**src/rtl/ids_dma_pkg.sv**
```systemverilog
// Shared types and constants for the ids_dma word-copy DMA initiator.
package ids_dma_pkg;

  typedef enum logic [2:0] {
    IDLE,
    RD,
    RDATA,
    WR,
    DONE
  } state_t;

  localparam logic [3:0] SIZE_WORD = 4'hF;

  // Upper address nibble of the PIM buffer SRAM and the Hybrid-PIM regions
  localparam logic [3:0] ADDR_BUF = 4'h2;
  localparam logic [3:0] ADDR_PIM = 4'h4;

endpackage

```
**src/rtl/ids_dma.sv**
```systemverilog
// Word-granular DMA initiator: copies i_len words from src to dst over a
// req/gnt shared bus, tolerating grant loss in any cycle.
module ids_dma
  import ids_dma_pkg::*;
#(
  parameter int LEN_W = 16
) (
  input  logic             i_clk,
  input  logic             i_rst_n,
  input  logic             i_start,
  input  logic [31:0]      i_src_addr,
  input  logic [31:0]      i_dst_addr,
  input  logic [LEN_W-1:0] i_len,
  output logic             o_busy,
  output logic             o_done,
  output logic             o_err,
  output logic             o_req_dma,
  input  logic             i_gnt_dma,
  output logic [31:0]      o_dma_addr,
  output logic             o_dma_write,
  output logic             o_dma_read,
  output logic [3:0]       o_dma_size,
  output logic [31:0]      o_dma_din,
  input  logic [31:0]      i_dma_dout
);

  state_t             state_q, state_d;
  logic [31:0]        src_ptr, dst_ptr, data_q;
  logic [LEN_W-1:0]   remaining;
  logic               err_q;
  logic               misaligned, len_zero;

  assign misaligned = (|i_src_addr[1:0]) | (|i_dst_addr[1:0]);
  assign len_zero   = (i_len == '0);

  always_ff @(posedge i_clk or negedge i_rst_n) begin
    if (!i_rst_n) begin
      state_q <= IDLE;
    end else begin
      state_q <= state_d;
    end
  end

  // Bus outputs are decoded from state alone so a reset clears them at once
  always_comb begin
    state_d     = state_q;
    o_req_dma   = 1'b0;
    o_dma_read  = 1'b0;
    o_dma_write = 1'b0;
    o_dma_addr  = 32'd0;
    o_dma_din   = 32'd0;
    o_dma_size  = 4'h0;
    o_done      = 1'b0;
    unique case (state_q)
      IDLE: begin
        if (i_start) begin
          state_d = (misaligned || len_zero) ? DONE : RD;
        end
      end
      RD: begin
        o_req_dma  = 1'b1;
        o_dma_read = 1'b1;
        o_dma_addr = src_ptr;
        o_dma_size = SIZE_WORD;
        if (i_gnt_dma) state_d = RDATA;
      end
      RDATA: begin
        // Keep requesting so the core cannot slip in between read and write
        o_req_dma = 1'b1;
        state_d   = WR;
      end
      WR: begin
        o_req_dma   = 1'b1;
        o_dma_write = 1'b1;
        o_dma_addr  = dst_ptr;
        o_dma_din   = data_q;
        o_dma_size  = SIZE_WORD;
        if (i_gnt_dma) state_d = (remaining == LEN_W'(1)) ? DONE : RD;
      end
      DONE: begin
        o_done  = 1'b1;
        state_d = IDLE;
      end
      default: state_d = IDLE;
    endcase
  end

  assign o_busy = (state_q != IDLE);
  assign o_err  = err_q;

  always_ff @(posedge i_clk or negedge i_rst_n) begin
    if (!i_rst_n) begin
      src_ptr   <= 32'd0;
      dst_ptr   <= 32'd0;
      remaining <= '0;
      data_q    <= 32'd0;
      err_q     <= 1'b0;
    end else begin
      unique case (state_q)
        IDLE: begin
          if (i_start) begin
            src_ptr   <= i_src_addr;
            dst_ptr   <= i_dst_addr;
            remaining <= i_len;
            err_q     <= misaligned;
          end
        end
        RD: begin
          if (i_gnt_dma) src_ptr <= src_ptr + 32'd4;
        end
        RDATA: begin
          // Read data arrives one cycle after the granted read, grant or not
          data_q <= i_dma_dout;
        end
        WR: begin
          if (i_gnt_dma) begin
            dst_ptr   <= dst_ptr + 32'd4;
            remaining <= remaining - LEN_W'(1);
          end
        end
        default: ;
      endcase
    end
  end

endmodule

```
**config.mk**
```make
export PLATFORM = sky130hd
export DESIGN_NAME = ids_dma
export DESIGN_NICKNAME = d
export VERILOG_FILES = /design/src/rtl/ids_dma_pkg.sv /design/src/rtl/ids_dma.sv
export SDC_FILE = /design/constraint.sdc
export NUM_CORES = 1
export LEC_CHECK = 0
export CORE_AREA = 4 4 121 123
export CTS_CLUSTER_DIAMETER = 120
export DETAILED_ROUTE_END_ITERATION = 8
export DIE_AREA = 0 0 125 127
export PLACE_DENSITY = 0.9
export SLEW_MARGIN = 20
export SYNTH_ARGS = -nofsm -noshare
export SYNTH_HDL_FRONTEND = slang
export SYNTH_SLANG_ARGS = --single-unit
export TNS_END_PERCENT = 1
```
**constraint.sdc**
```tcl
create_clock -name i_clk -period 3.2 [get_ports i_clk]
set_input_delay 0.48 -clock i_clk [delete_from_list [all_inputs] [get_ports i_clk]]
set_output_delay 0.48 -clock i_clk [all_outputs]
set_load 0.005 [all_outputs]
```
---- Word level (Yosys, flattened, before mapping) ----
Index checks and enable logic that the tools add are counted.
word-level totals
  flip-flop bits (word level) ............. 116
  output and inout port bits .............. 74
  bits of input ports ..................... 116
cells by class
  bitwise operators ....................... 1
  equal/unequal tests ..................... 8
  add/subtract/negate cells ............... 3
  mux-type cells .......................... 22
  reduce and logical (&&, ||, !) cells .... 14
operator list
  operator                 count
  $pmux W32 S2             3
  $mux W32                 5
  $add A32 B3 Y32 const B  2
  $mux W16                 2
  $pmux W16 S2             1
  $eq A16 B1 Y1 const B    1
  $logic_not A16 Y1        1
  $sub A16 B1 Y16 const B  1
  $mux W3                  5
  $pmux W3 S4              1
  $reduce_and A3 Y1        3
  $eq A3 B2 Y1 const B     2
  $ne A2 B2 Y1 const B     3
  $reduce_or A2 Y1         3
  $mux W1                  4
  $mux W4                  1
  $reduce_bool A2 Y1       2
  $eq A3 B1 Y1 const B     1
  $eq A3 B3 Y1 const B     1
  $logic_not A3 Y1         1
  $reduce_bool A3 Y1       1
  $reduce_or A3 Y1         1
  $reduce_and A2 Y1        1
  $logic_or A1 B1 Y1       1
  $or A1 B1 Y1             1

---- Depth between registers and ports, before layout ----
  word-level depth ........................ 6
  mapped depth ............................ 9
  gate-level depth less buffers ........... 7

---- Worst setup path before layout ----
No wires, ideal clock.
  kind .................................... register -> output
  start point ............................. register state_q[1]
  end point ............................... output o_dma_addr[10]
  buffers on the path ..................... 3
  setup slack ............................. 1.121 ns
  required time ........................... 2.720 ns
  arrival ................................. 1.599 ns
  stages on the path, launching flop included .. 6
  cell sequence ........................... dfrtp_1 -> clkbuf_1 -> clkbuf_1 -> buf_1 -> mux2i_1 -> nor2_1
on the way
  cells in the longest elaborated chain, start to end .. 2
  elaborated cells on any way between the ends .. 3
  classes of those cells .................. eq/ne (2); mux (1)
RTL lines
  what                                          RTL line       text
  start: declaration                            ids_dma.sv:27  state_t state_q, state_d;
  start signal: assignment                      ids_dma.sv:40  state_q <= state_d;
  $eq A3 B2 Y1 or $eq A3 B1 Y1 (tied branches)  ids_dma.sv:54  unique case (state_q)
  $pmux W32 S2 *                                ids_dma.sv:54
  end: declaration                              ids_dma.sv:19  output logic [31:0] o_dma_addr,
Mark *: on every way between the ends. The rest lies on a longest branch, timed or not.

---- Worst setup path after layout ----
  start point ............................. register state_q[2]
  end point ............................... output o_dma_din[3]
on the way
  cells in the longest elaborated chain, start to end .. 2
RTL lines
  what              RTL line       text
  $eq A3 B2 Y1      ids_dma.sv:54
  $mux W32          ids_dma.sv:54
  end: declaration  ids_dma.sv:23  output logic [31:0] o_dma_din,
Every way passes these cells.

==> results.sh <==
export IMPL_maxCapViolCount=0
export IMPL_clk_pin_slew_ps=50
export IMPL_die_h_um=127
export IMPL_worst_pin_slew_ps=783
export IMPL_yosysSeqAreaShare=0.409
export IMPL_clk_latency_ps=420
export IMPL_area_growth_pct=37.7
export IMPL_first_pass_iters=6
export IMPL_setup_viol=0
export IMPL_num_rows=43
export IMPL_ios=190
export IMPL_async_reset_ff_frac=1.00
export IMPL_gp_congestion=0.910
export IMPL_tns_ps=0
export IMPL_post_place_ws_ps=525
export IMPL_clock_root_buffer="clkbuf_16"
export IMPL_via_per_inst=6.17
export IMPL_timing_final_crit_share=0.899
export IMPL_period_minus_slack_ps=2880
export IMPL_finalHoldViolCount=0
export IMPL_status="finished, final reports clean"
export IMPL_synth_edff_count=0
export IMPL_critical_path_peak_fanout=36
export IMPL_syn_cell_area_sq_um=7100
export IMPL_drv_slew=0
export IMPL_wl_per_cell_um=19.3
export IMPL_end_kind="primary output"
export IMPL_max_freq_ghz=0.348
export IMPL_slew_headroom=0.473
export IMPL_ys_types=56
export IMPL_overflow=0
export IMPL_drive_gt1_frac=0.102
export IMPL_cp_arrival_ps=2400
export IMPL_cts_hold_buf=0
export IMPL_drt_iter0_markers=843
export IMPL_drc=0
export IMPL_post_cts_repair_setup_buffers=0
export IMPL_dp_hpwl_um=15300
export IMPL_cts_tree="built"
export IMPL_synthCells=820
export IMPL_ys_flop_type="dfrtp_1"
export IMPL_grt_pass1_vias=7041
export IMPL_finalNetCount=1096
export IMPL_final_common_cell="clkdlybuf4s50_1"
export IMPL_crit_required_ps=2720
export IMPL_core_sq_um=13700
export IMPL_p_per_area_nw_per_um2=1080
export IMPL_vdd_ir_drop_max_v=0.000606
export IMPL_antenna_diode_count=0
export IMPL_ys_ff_latch=116
export IMPL_layout_common_cells="188 x clkdlybuf4s50_1, 115 x dfrtp_1, 77 x a21oi_1, 69 x nor2_1, 57 x nand2_1"
export IMPL_port_buffers=189
export IMPL_clockBufferDepth=2
export IMPL_grt_pass1_wl_um=36300
export IMPL_cts_sinks=116
export IMPL_setup_worst_path_class="reg2out"
export IMPL_r2r_start="state_q[2]"
export IMPL_die_w_um=125
export IMPL_antenna_found_initial=0
export IMPL_htreeDepth=4
export IMPL_fin_skew_ps=8.36
export IMPL_r2r_end="src_ptr[30]"
export IMPL_drt_total_wl_um=22600
export IMPL_cts_buffers_inserted=17
export IMPL_instances_no_fill=1168
export IMPL_numPlacedInstances=1137
export IMPL_synth_nets=940
export IMPL_grt_max_degree=72
export IMPL_r2r_cells=7
export IMPL_grtUsageTotal=0.281
export IMPL_ys_warn_count=0
export IMPL_vias=7211
export IMPL_fin_ws_ps=322
export IMPL_cts_resized=0
export IMPL_postRouteAntennaNets=0
export IMPL_dieArea_sq_um=15900
export IMPL_min_path_type="in2async"
export IMPL_start_util=0.520
export IMPL_rrSetupSlack_ps=610
export IMPL_avgSynthCellArea_sq_um=8.66
export IMPL_rsz0062_at_grt="false"
export IMPL_worstSetupStartpointType="flip-flop"
export IMPL_leakagePower_nw=3.88
==> cell usage after synthesis (4+ instances only) <==
cell | instances | area, sq um
mux2_2 | 37 | 417
and2_1 | 37 | 231
nor2_1 | 70 | 263
or3_1 | 9 | 56.3
nand3_1 | 44 | 220
o22ai_1 | 25 | 156
buf_1 | 10 | 37.5
mux2i_1 | 35 | 350
o21ai_0 | 53 | 265
nor3_1 | 18 | 90.1
and3_1 | 14 | 87.6
a22oi_1 | 9 | 67.6
nand2_1 | 57 | 214
o211ai_1 | 4 | 30.0
nand4_1 | 24 | 150
nor4_1 | 11 | 68.8
buf_2 | 8 | 40.0
inv_1 | 17 | 63.8
a21oi_1 | 77 | 385
dfrtp_1 | 116 | 2900
o22a_1 | 4 | 35.0
a211oi_1 | 4 | 30.0
and4_1 | 4 | 35.0
nand2b_1 | 6 | 37.5
ha_1 | 4 | 50.1
a2bb2oi_1 | 24 | 210
a31oi_1 | 6 | 37.5
clkbuf_1 | 49 | 184
==> through the flow <==
step	hold slack (ps)	area, sq um	utilization	total power [mW]
2_1_floorplan	184	7100	-	6.14
3_3_place_gp	480	9120	0.667	8.11
3_5_place_dp	488	9120	0.667	8.31
4_1_cts	87.9	9780	0.716	10.6
5_1_grt	100	9780	0.716	11.3
6_report	64.8	9780	0.716	10.6
==> routing by layer <==
metal,wire (um),part of all wire,global-route usage
met1,8850,0.39,0.349
met2,10900,0.48,0.460
met3,2170,0.096,0.0878
met4,680,0.030,0.115
met5,0,0,0
==> where the power goes <==
part	internal (mW)	switching [mW]
clock network	1.49	0.690
logic	2.67	2.64
registers	2.22	0.895
==> critical path: stages, from the launching register on <==
cell and delay (ps):
dfrtp_1 600, nand3b_1 220, clkinv_2 360, and2_1 320, clkdlybuf4s50_1 470
==> registers in the layout, summed over array words and instances, names as in the netlist <==
| signal | count |
|---|---|
| data_q | 32 |
| dst_ptr | 32 |
| o_err | 1 |
| remaining | 16 |
| src_ptr | 32 |
| state_q | 3 |
==> final cells by class <==
cell class              count  area, sq um
fillers                   991         3880
multi-input cells         617         3870
flip-flops and latches    116         2900
repair buffers            207         2050
clock buffers              21          460
well taps                 180          225
clock inverters            10          203
inverters                  17         65.1
==> cell families (layout without fill, tap and decap cells) <==
group                      Yosys count  after routing  share of synthesized area
AOI/OAI and AO/OA                  227            227                      0.197
buffers and inverters               87            255                     0.0490
muxes                               72             72                      0.108
DFF                                116            116                      0.409
and+or+nand+nor                    313            313                      0.229
xor gates and xnor gates             1              1                    0.00123
adders and majority gates            4              4                    0.00705
==> worst max-delay path by stage <==
stage | from | endpoint | slack, ps
2_1_floorplan | state_q[1] | o_dma_addr[10] | 1120
3_3_place_gp | i_start | dst_ptr[0] | 580
3_5_place_dp | i_start | src_ptr[0] | 530
4_1_cts | state_q[2] | o_dma_din[3] | 310
5_1_grt | state_q[2] | o_dma_din[16] | 160
6_report | state_q[2] | o_dma_din[3] | 320
Power figures use the tool's default switching activity.
